==> config.mk <==
export PLATFORM = sky130hd
export DESIGN_NAME = scmp_mem_arb_flat
export DESIGN_NICKNAME = d
export VERILOG_FILES = /design/src/rtl/scmp_pkg.sv /design/src/rtl/scmp_mem_arb_if.sv /design/src/rtl/scmp_rr_arb2.sv /design/src/rtl/scmp_mem_arb.sv /design/src/flat_wrapper.sv
export SDC_FILE = /design/constraint.sdc
export NUM_CORES = 1
export LEC_CHECK = 0
export ABC_CLOCK_PERIOD_IN_PS = 3330
export BUFFER_PORTS_ARGS = -buffer_cell sky130_fd_sc_hd__buf_2
export CAP_MARGIN = 0
export CELL_PAD_IN_SITES_DETAIL_PLACEMENT = 1
export CELL_PAD_IN_SITES_GLOBAL_PLACEMENT = 1
export CORE_MARGIN = 1
export CORE_UTILIZATION = 35
export CTS_CLUSTER_SIZE = 20
export DETAILED_ROUTE_END_ITERATION = 6
export GPL_ROUTABILITY_DRIVEN = 0
export PLACE_DENSITY_LB_ADDON = 0.08
export SYNTH_ARGS = -nofsm -noshare
export SYNTH_HDL_FRONTEND = slang
export SYNTH_SLANG_ARGS = --single-unit
==> constraint.sdc <==
create_clock -name clk_50m -period 3.33 [get_ports clk_50m]
set_clock_uncertainty 0.05 [all_clocks]
set_input_delay 0.666 -clock clk_50m [delete_from_list [all_inputs] [get_ports clk_50m]]
set_output_delay 0.666 -clock clk_50m [all_outputs]
set_load 0.01 [all_outputs]
==> src/rtl/scmp_pkg.sv <==
// Shared types and constants for the SC/MP memory arbiter and its helpers.
package scmp_pkg;
  localparam int SCMP_DATA_W = 8;
  localparam int WAIT_CNT_W  = 4;

  typedef enum logic [1:0] {
    IDLE   = 2'd0,
    ACCESS = 2'd1,
    DONE   = 2'd2
  } arb_state_t;
endpackage

==> src/rtl/scmp_mem_arb_if.sv <==
// Two-master memory sharing bus: SC/MP port 0, loader port 1, memory macro side.
interface scmp_mem_arb_if
  import scmp_pkg::*;
#(
  parameter int C_SIZE = 16
);
  logic                   m0_req, m0_we, m0_ack;
  logic [C_SIZE-1:0]      m0_addr;
  logic [SCMP_DATA_W-1:0] m0_wdata, m0_rdata;
  logic                   m1_req, m1_we, m1_ack;
  logic [C_SIZE-1:0]      m1_addr;
  logic [SCMP_DATA_W-1:0] m1_wdata, m1_rdata;
  logic                   mem_ce, mem_we;
  logic [C_SIZE-1:0]      mem_addr;
  logic [SCMP_DATA_W-1:0] mem_wdata, mem_rdata;
  logic                   busy, owner;

  // Arbiter view.
  modport slave (
    input  m0_req, m0_we, m0_addr, m0_wdata,
    input  m1_req, m1_we, m1_addr, m1_wdata,
    input  mem_rdata,
    output m0_ack, m0_rdata, m1_ack, m1_rdata,
    output mem_ce, mem_we, mem_addr, mem_wdata,
    output busy, owner
  );

  // Masters plus memory macro view.
  modport master (
    output m0_req, m0_we, m0_addr, m0_wdata,
    output m1_req, m1_we, m1_addr, m1_wdata,
    output mem_rdata,
    input  m0_ack, m0_rdata, m1_ack, m1_rdata,
    input  mem_ce, mem_we, mem_addr, mem_wdata,
    input  busy, owner
  );
endinterface

==> src/rtl/scmp_rr_arb2.sv <==
// Combinational 2-way round-robin grant: on a tie the port that did not
// hold the last grant wins.
module scmp_rr_arb2 (
  input  logic [1:0] req_i,
  input  logic       owner_i,
  output logic       gnt_vld_o,
  output logic       gnt_port_o
);
  always_comb begin
    gnt_vld_o  = |req_i;
    gnt_port_o = (&req_i) ? ~owner_i : req_i[1];
  end
endmodule

==> src/rtl/scmp_mem_arb.sv <==
// Shares one 8-bit SRAM between the SC/MP bus and the loader, one access at a
// time with WAIT_STATES extra cycles; every output comes straight from a flop.
module scmp_mem_arb
  import scmp_pkg::*;
#(
  parameter int C_SIZE      = 16,
  parameter int WAIT_STATES = 2,
  parameter bit SIM         = 1'b0
) (
  input  logic           clk_50m,
  input  logic           rst,
  scmp_mem_arb_if.slave  bus
);
  if (SIM && (WAIT_STATES < 0 || WAIT_STATES > 15)) begin : g_bad_ws
    $error("scmp_mem_arb: WAIT_STATES=%0d outside 0..15", WAIT_STATES);
  end

  localparam logic [WAIT_CNT_W-1:0] WS_INIT = WAIT_CNT_W'(WAIT_STATES);

  arb_state_t                       state_q, state_d;
  logic [WAIT_CNT_W-1:0]            cnt_q, cnt_d;
  logic                             owner_q, owner_d;
  logic                             busy_q, busy_d;
  logic                             ce_q, ce_d;
  logic                             we_q, we_d;
  logic [C_SIZE-1:0]                addr_q, addr_d;
  logic [SCMP_DATA_W-1:0]           wdata_q, wdata_d;
  logic [1:0]                       ack_q, ack_d;
  logic [1:0][SCMP_DATA_W-1:0]      rdata_q, rdata_d;
  logic                             gnt_vld, gnt_port;

  scmp_rr_arb2 u_rr (
    .req_i      ({bus.m1_req, bus.m0_req}),
    .owner_i    (owner_q),
    .gnt_vld_o  (gnt_vld),
    .gnt_port_o (gnt_port)
  );

  always_comb begin
    state_d = state_q;
    cnt_d   = cnt_q;
    owner_d = owner_q;
    ce_d    = ce_q;
    we_d    = we_q;
    addr_d  = addr_q;
    wdata_d = wdata_q;
    ack_d   = '0;
    rdata_d = rdata_q;
    unique case (state_q)
      IDLE: begin
        if (gnt_vld) begin
          owner_d = gnt_port;
          ce_d    = 1'b1;
          cnt_d   = WS_INIT;
          state_d = ACCESS;
          if (gnt_port) begin
            addr_d  = bus.m1_addr;
            we_d    = bus.m1_we;
            wdata_d = bus.m1_wdata;
          end else begin
            addr_d  = bus.m0_addr;
            we_d    = bus.m0_we;
            wdata_d = bus.m0_wdata;
          end
        end
      end
      ACCESS: begin
        // owner_q names the port being served for the whole access.
        if (cnt_q == '0) begin
          ce_d           = 1'b0;
          we_d           = 1'b0;
          ack_d[owner_q] = 1'b1;
          if (!we_q) rdata_d[owner_q] = bus.mem_rdata;
          state_d        = DONE;
        end else begin
          cnt_d = cnt_q - 1'b1;
        end
      end
      DONE:    state_d = IDLE;
      default: state_d = IDLE;
    endcase
    busy_d = (state_d != IDLE);
  end

  always_ff @(posedge clk_50m) begin
    if (rst) begin
      state_q <= IDLE;
      cnt_q   <= '0;
      owner_q <= 1'b1;
      busy_q  <= 1'b0;
      ce_q    <= 1'b0;
      we_q    <= 1'b0;
      addr_q  <= '0;
      wdata_q <= '0;
      ack_q   <= '0;
      rdata_q <= '0;
    end else begin
      state_q <= state_d;
      cnt_q   <= cnt_d;
      owner_q <= owner_d;
      busy_q  <= busy_d;
      ce_q    <= ce_d;
      we_q    <= we_d;
      addr_q  <= addr_d;
      wdata_q <= wdata_d;
      ack_q   <= ack_d;
      rdata_q <= rdata_d;
    end
  end

  assign bus.mem_ce    = ce_q;
  assign bus.mem_we    = we_q;
  assign bus.mem_addr  = addr_q;
  assign bus.mem_wdata = wdata_q;
  assign bus.m0_ack    = ack_q[0];
  assign bus.m1_ack    = ack_q[1];
  assign bus.m0_rdata  = rdata_q[0];
  assign bus.m1_rdata  = rdata_q[1];
  assign bus.busy      = busy_q;
  assign bus.owner     = owner_q;
endmodule

==> src/flat_wrapper.sv <==
// flat-port wrapper written by rule: the top's interface ports become plain ports
module scmp_mem_arb_flat import scmp_pkg::*;
#(
  parameter int C_SIZE      = 16,
  parameter int WAIT_STATES = 2,
  parameter bit SIM         = 1'b0
)
  (clk_50m, rst, bus_m0_req, bus_m0_we, bus_m0_addr, bus_m0_wdata, bus_m1_req, bus_m1_we, bus_m1_addr, bus_m1_wdata, bus_mem_rdata, bus_m0_ack, bus_m0_rdata, bus_m1_ack, bus_m1_rdata, bus_mem_ce, bus_mem_we, bus_mem_addr, bus_mem_wdata, bus_busy, bus_owner);
  scmp_mem_arb_if #(.C_SIZE(C_SIZE)) bus_i ();
  input  logic clk_50m;
  input  logic rst;
  input wire logic [$bits(bus_i.m0_req)-1:0] bus_m0_req;
  input wire logic [$bits(bus_i.m0_we)-1:0] bus_m0_we;
  input wire logic [$bits(bus_i.m0_addr)-1:0] bus_m0_addr;
  input wire logic [$bits(bus_i.m0_wdata)-1:0] bus_m0_wdata;
  input wire logic [$bits(bus_i.m1_req)-1:0] bus_m1_req;
  input wire logic [$bits(bus_i.m1_we)-1:0] bus_m1_we;
  input wire logic [$bits(bus_i.m1_addr)-1:0] bus_m1_addr;
  input wire logic [$bits(bus_i.m1_wdata)-1:0] bus_m1_wdata;
  input wire logic [$bits(bus_i.mem_rdata)-1:0] bus_mem_rdata;
  output wire logic [$bits(bus_i.m0_ack)-1:0] bus_m0_ack;
  output wire logic [$bits(bus_i.m0_rdata)-1:0] bus_m0_rdata;
  output wire logic [$bits(bus_i.m1_ack)-1:0] bus_m1_ack;
  output wire logic [$bits(bus_i.m1_rdata)-1:0] bus_m1_rdata;
  output wire logic [$bits(bus_i.mem_ce)-1:0] bus_mem_ce;
  output wire logic [$bits(bus_i.mem_we)-1:0] bus_mem_we;
  output wire logic [$bits(bus_i.mem_addr)-1:0] bus_mem_addr;
  output wire logic [$bits(bus_i.mem_wdata)-1:0] bus_mem_wdata;
  output wire logic [$bits(bus_i.busy)-1:0] bus_busy;
  output wire logic [$bits(bus_i.owner)-1:0] bus_owner;
  assign bus_i.m0_req = bus_m0_req;
  assign bus_i.m0_we = bus_m0_we;
  assign bus_i.m0_addr = bus_m0_addr;
  assign bus_i.m0_wdata = bus_m0_wdata;
  assign bus_i.m1_req = bus_m1_req;
  assign bus_i.m1_we = bus_m1_we;
  assign bus_i.m1_addr = bus_m1_addr;
  assign bus_i.m1_wdata = bus_m1_wdata;
  assign bus_i.mem_rdata = bus_mem_rdata;
  assign bus_m0_ack = bus_i.m0_ack;
  assign bus_m0_rdata = bus_i.m0_rdata;
  assign bus_m1_ack = bus_i.m1_ack;
  assign bus_m1_rdata = bus_i.m1_rdata;
  assign bus_mem_ce = bus_i.mem_ce;
  assign bus_mem_we = bus_i.mem_we;
  assign bus_mem_addr = bus_i.mem_addr;
  assign bus_mem_wdata = bus_i.mem_wdata;
  assign bus_busy = bus_i.busy;
  assign bus_owner = bus_i.owner;
  scmp_mem_arb #(.C_SIZE(C_SIZE), .WAIT_STATES(WAIT_STATES), .SIM(SIM)) u_core (.clk_50m(clk_50m), .rst(rst), .bus(bus_i));
endmodule
==> results of run 1 <==
-- power by group through the flow --
stage / sequential [µW] / clock, µW / combinational (µW)
floorplan: 753 / 0 / 169
global placement: 730 / 0 / 317
detailed placement: 730 / 0 / 323
CTS: 717 / 443 / 324
global route: 724 / 471 / 349
finish: 716 / 427 / 317
-- worst register-to-register path, cell delays in order (launching register included) --
cell and delay [ps]:
dfxtp_1 330, inv_1 90, ha_1 160, or3b_1 480, nor4_4 650, mux2i_1 260
-- through the flow --
step	util	hold WS, ps	instances	setup slack (ps)
6_report	0.479	412	377	1240
5_1_grt	0.479	435	377	1090
4_1_cts	0.479	418	377	1190
3_5_place_dp	0.460	391	369	1070
3_3_place_gp	0.460	391	369	1180
2_1_floorplan	-	416	201	1430
-- flip-flops by register name, summed over array words and instances (netlist names) --
signal,flops
u_core.bus.mem_addr,16
u_core.bus.m0_rdata,8
u_core.bus.m1_rdata,8
u_core.bus.mem_wdata,8
u_core.cnt_q,4
u_core.ack_q,2
u_core.state_q,2
u_core.bus.busy,1
u_core.bus.mem_ce,1
u_core.bus.mem_we,1
u_core.bus.owner,1
-- metal layers --
layer  vias up  part of all wire  wire length [µm]  GRT usage
met4         0            0.0087                48     0.0482
met1       885              0.43              2340      0.196
li1        919                 -                 -          -
met3         5             0.041               224     0.0343
met2        45              0.53              2890      0.307
met5         -                 0                 0          0
-- cells by family after synthesis --
family                   count (synthesis)  synth area share
flip-flops                              52             0.490
AND/OR/NAND/NOR                         46             0.115
multiplexers                            41             0.194
AO/OA/AOI/OAI                           39             0.147
buffers and inverters                   21            0.0424
adder cells (fa/ha/maj)                  2            0.0118
-- worst min-delay path by stage --
stage | to | startpoint | depth (start not counted) | slack (ps)
floorplan | u_core.cnt_q[0] | u_core.cnt_q[0] | 2 | 420
global placement | u_core.bus.mem_addr[11] | u_core.bus.mem_addr[11] | 1 | 390
detailed placement | u_core.bus.mem_wdata[0] | u_core.bus.mem_wdata[0] | 1 | 390
CTS | u_core.bus.m1_rdata[6] | u_core.bus.m1_rdata[6] | 2 | 420
global route | u_core.bus.mem_wdata[1] | u_core.bus.mem_wdata[1] | 1 | 440
finish | u_core.bus.m1_rdata[6] | u_core.bus.m1_rdata[6] | 2 | 410
-- cell type report --
cell class,instances,share of cell area
clock inverter,3,0.0151
multi-input combinational,128,0.356
timing repair buffer,109,0.195
inverter,5,0.00666
sequential,52,0.369
clock buffer,5,0.0244
tap,75,0.0333
-- cell usage in the layout (no fill, tap or decap), drive strengths merged, types with 2 or more instances in the layout --
master,n
buf,109
dfxtp,52
mux2i,40
nand2,26
o2bb2ai,24
clkbuf,5
inv,5
a21oi,4
nor3,3
o21ai,3
a21boi,3
or4,3
nor3b,2
or2,2
nor2,2
ha,2
or3,2
==> qor.txt, run 1 <==
CP Class = flip-flop to flip-flop
Synth cell count leaders = 52 x dfxtp_1, 40 x mux2i_1, 26 x nand2_1
Total CTS buffers = 5
CTS root buf = clkbuf_8
Crit-path max cell delay = 640 ps
Detailed Route WL = 5500 µm
Synth cell types = 35
Crit path launch type = flip-flop
Detail Route Antenna Nets = 0
Fin crit period = 2090 ps
Vias in the first global route = 1,736
# Max-Cap Violations = 0
Worst Setup End Kind = flip-flop
First-pass GRT wire length = 8250 µm
Slew HR = 0.441
Io pins = 108
Period utilisation layout = 0.627
Crit path from = u_core.cnt_q[0]
Pre-antenna DRT Iters = 5
CTS tree = done
IO buf count = 107
Area growth syn-to-layout = 32.8%
First-iteration detailed-routing DRC count = 36
Die area = 0.00638 mm²
Dominant cell type by area after synthesis = dfxtp_1
GR Util All Layers = 0.168
Switching power = 414 µW
FP Rows = 28
Worst hold-check path type = flip-flop to flip-flop
Number of flops mapped to enable cells by yosys = 0
CP Cell Sequence = inv_1, ha_1, or3b_1, nor4_4, mux2i_1
Max clock buf depth = 2
Top cell type's share of synthesized area = 0.490
Final Power = 1460 µW
Seq cells post-synth = 52
Worst r2r path cells = 5
Post-layout nets = 365
Sequential share of power = 0.490
Grt total ovfl = 0
Async S/R FF share, synth = 0
Endpoints failing setup = 0
Clock power frac = 0.292
Cells after synthesis = 201
Sequential Area = 0.00104 mm²
Reg-to-reg endpoint = u_core.bus.m1_rdata[5]
Internal Power = 1050 µW
Critical Path Stages = 5
Unrepaired setup endpoints after global routing = no
Multi-input logic area = 0.00100 mm²
Crit path max-delay cell type = nor4_4
Worst setup endpoint = u_core.bus.m1_rdata[5]
Mean post-synth cell area = 10.6 µm²
Most common cell in the netlist = dfxtp_1
Worst skew pair latency = 290 ps
Crit path required time = 3510 ps
Pwr dens = 518 mW/mm²
Crit Path Max Fanout = 8
WP buf/inv = 1
Combinational Power Share = 0.217
Cell Area, Placed = 0.00271 mm²
Worst slew pin tran = 838 ps
Fillers = 710
Horiz. Die Dim = 79.9 µm
Yosys warnings = 0
Fin Setup TNS = 0 ps
Die H = 79.9 µm
Initial antenna violation count = 0
Maximum vdd drop = 0.242 mV
Synthesized Nets = 265
H-Tree Depth = 2
Post-CTS sizing = 0
Critical R2R Launch = u_core.cnt_q[0]
Ant. Diodes = 0
Residual DRC = 0
Dominant cells by area after synthesis = dfxtp_1 49%, mux2i_1 19%, o2bb2ai_1 9.9%
Fraction of layout cells with a size suffix above 1 = 0.421
Outcome = complete, no violations
Post-CTS setup buffer count = 0
Largest net degree at the start of global routing = 28
WL/cell = 14.6 µm
Worst R2R Setup Slack = 1240 ps
Starting density of the core = 0.361
Top delay family on crit path = simple AND/OR/NAND/NOR gates
Prevailing post-synth register cell = dfxtp_1
HPWL after DPL = 4110 µm
Clk sink count = 52
Critical Path AT = 2270 ps
Synth Cell Area = 0.00212 mm²
Seq/Total Area, Yosys = 0.490
Via count = 1,854
Pleak = 0.00136 µW
Core Region = 0.00589 mm²
Final Max Slew Viols = 0
Net Sw Frac = 0.283
Vias per std cell = 4.92
Post-route design area = 0.00282 mm²
Reg clk slew, reported paths = 90 ps
Final hold violation count = 0
Max Freq = 0.479 GHz
Post-CTS Hold Buffers = 0
No activity file was read; power rests on OpenSTA's default activity.
==> run 2, diff against run 1 <==
--- a/config.mk
+++ b/config.mk
@@ -5,13 +5,13 @@
 export SDC_FILE = /design/constraint.sdc
 export NUM_CORES = 1
 export LEC_CHECK = 0
-export ABC_CLOCK_PERIOD_IN_PS = 3330
+export ABC_CLOCK_PERIOD_IN_PS = 1900
 export BUFFER_PORTS_ARGS = -buffer_cell sky130_fd_sc_hd__buf_2
 export CAP_MARGIN = 0
 export CELL_PAD_IN_SITES_DETAIL_PLACEMENT = 1
 export CELL_PAD_IN_SITES_GLOBAL_PLACEMENT = 1
 export CORE_MARGIN = 1
-export CORE_UTILIZATION = 35
+export CORE_UTILIZATION = 30
 export CTS_CLUSTER_SIZE = 20
 export DETAILED_ROUTE_END_ITERATION = 6
 export GPL_ROUTABILITY_DRIVEN = 0
==> constraint.sdc (replaced) <==
create_clock -name clk_50m -period 1.9 [get_ports clk_50m]
set_clock_uncertainty 0.05 [all_clocks]
set_input_delay 0.38 -clock clk_50m [delete_from_list [all_inputs] [get_ports clk_50m]]
set_output_delay 0.38 -clock clk_50m [all_outputs]
set_load 0.01 [all_outputs]
==> qor.txt, run 2 (synthesis gave the netlist of run 1 again) <==
Outcome = complete, no violations
Pre-antenna DRT Iters = 2
H-Tree Depth = 2
Ant. Diodes = 0
Maximum vdd drop = 0.274 mV
Hold Path Stages = 3
Endpoints failing setup = 0
Vias in the first global route = 1,854
Critical Path AT = 2010 ps
Cell Area, Placed = 0.00282 mm²
Reg clk slew, reported paths = 90 ps
Die H = 86.1 µm
FP Rows = 30
Max Freq = 0.538 GHz
Worst Setup End Kind = flip-flop
Largest net degree at the start of global routing = 26
Critical R2R Launch = u_core.cnt_q[0]
Post-CTS Hold Buffers = 0
Crit path required time = 2050 ps
Total CTS buffers = 5
Fraction of layout cells with a size suffix above 1 = 0.453
Horiz. Die Dim = 86.1 µm
Fin crit period = 1860 ps
Hold Crit Endpoint = u_core.bus.mem_addr[8]
Crit path max-delay cell type = or4_4
Commonest non-fill, non-tap cells in the layout = 107 x buf_2, 51 x dfxtp_1, 40 x mux2i_1, 26 x nand2_1, 24 x o2bb2ai_1
Worst r2r path cells = 5
CP Cell Sequence = inv_2, ha_4, or3b_4, or4_4, mux2i_1
Pleak = 0.00141 µW
Hold_sp = bus_m0_addr[8]
Slew HR = 0.653
Max clock buf depth = 2
WL/cell = 13.9 µm
CTS root buf = clkbuf_8
Reg-to-reg endpoint = u_core.bus.m0_rdata[1]
Crit Path Max Fanout = 8
Crit path launch type = flip-flop
Post-route design area = 0.00295 mm²
Fin util = 0.432
Worst hold-check path type = input pin to flip-flop
First-pass GRT wire length = 8960 µm
Period utilisation layout = 0.978
Initial antenna violation count = 0
First-iteration detailed-routing DRC count = 39
Worst skew pair latency = 300 ps
GR Util All Layers = 0.155
IO buf count = 107
Area growth syn-to-layout = 39.1%
Detail Route Antenna Nets = 0
Worst R2R Setup Slack = 40 ps
Largest register FFs = 16
Starting density of the core = 0.311
Pwr dens = 856 mW/mm²
HPWL after DPL = 4230 µm
Detailed Route WL = 5640 µm
Die area = 0.00742 mm²
Clk sink count = 52
Worst slew pin tran = 519 ps
Grt total ovfl = 0
CP Class = flip-flop to flip-flop
Vias per std cell = 4.62
Final hold violation count = 0
# Max-Cap Violations = 0
Via count = 1,881
Final Max Slew Viols = 0
Io pins = 108
Core Region = 0.00683 mm²
Post-layout nets = 375
Crit-path max cell delay = 640 ps
Residual DRC = 0
Commonest non-fill, non-tap cell in the layout = buf_2
Unrepaired setup endpoints after global routing = yes
CTS tree = done
[run 2: cell count changes in the layout (fill, tap and decap cells not counted), moves of 2 or more]
cell,delta
inv_1,-2
inv_2,+2
buf_4,+7
buf_12,+3
[run 2: worst max-delay path by stage]
stage | startpoint | to | slack [ps]
after floorplan | u_core.cnt_q[0] | u_core.bus.m0_rdata[0] | 1
after global placement | u_core.cnt_q[0] | u_core.bus.m0_rdata[3] | 80
after detailed placement | u_core.cnt_q[0] | u_core.bus.m0_rdata[1] | 50
after CTS | u_core.cnt_q[0] | u_core.bus.m0_rdata[1] | 40
after global routing | u_core.cnt_q[0] | u_core.bus.m0_rdata[1] | -30
final | u_core.cnt_q[0] | u_core.bus.m0_rdata[1] | 40
[run 2: layout make-up]
class | count | area, µm²
clock buffers | 6 | 82.6
clock inverters | 1 | 8.76
fillers | 820 | 3880
inverters | 5 | 18.8
multi-input cells | 128 | 1020
flip-flops and latches | 52 | 1040
well taps | 96 | 120
repair buffers | 119 | 663
[run 2: per-layer routing]
metal	global-route usage	routed length [µm]
met5	0	0
met2	0.278	2960
met3	0.0337	239
met4	0.0455	42
met1	0.183	2410
[run 2: power by group]
part / switching [µW] / leakage, µW / internal, µW
clock network: 355 / 0.0000473 / 291
logic: 320 / 0.000937 / 304
registers: 61.1 / 0.000427 / 1200
total: 736 / 0.00141 / 1790
[run 2: what timing repair did]
action,4_1_cts,5_1_grt
setup buffers,0,3
gates resized for setup,0,6
setup endpoints to repair,0,13
endpoints found under the hold margin,0,0
[run 2: critical path, delay by kind of cell (launching register included)]
| kind | cells | cell delay [ps] |
|---|---|---|
| DFF | 1 | 340 |
| buffers and inverters | 1 | 80 |
| adders and majority gates | 1 | 120 |
| muxes | 1 | 160 |
| and+or+nand+nor | 2 | 1000 |
[run 2: through the flow]
stage	power (µW)	std cells	setup TNS [ps]	hold slack (ps)	setup slack, ps
after floorplan	1620	201	0	416	1.45
after global placement	1890	397	0	390	79.2
after detailed placement	1900	397	0	392	49.7
after CTS	2560	404	0	277	35.5
after global routing	2680	407	-116	290	-30.4
final	2530	407	0	283	41.5
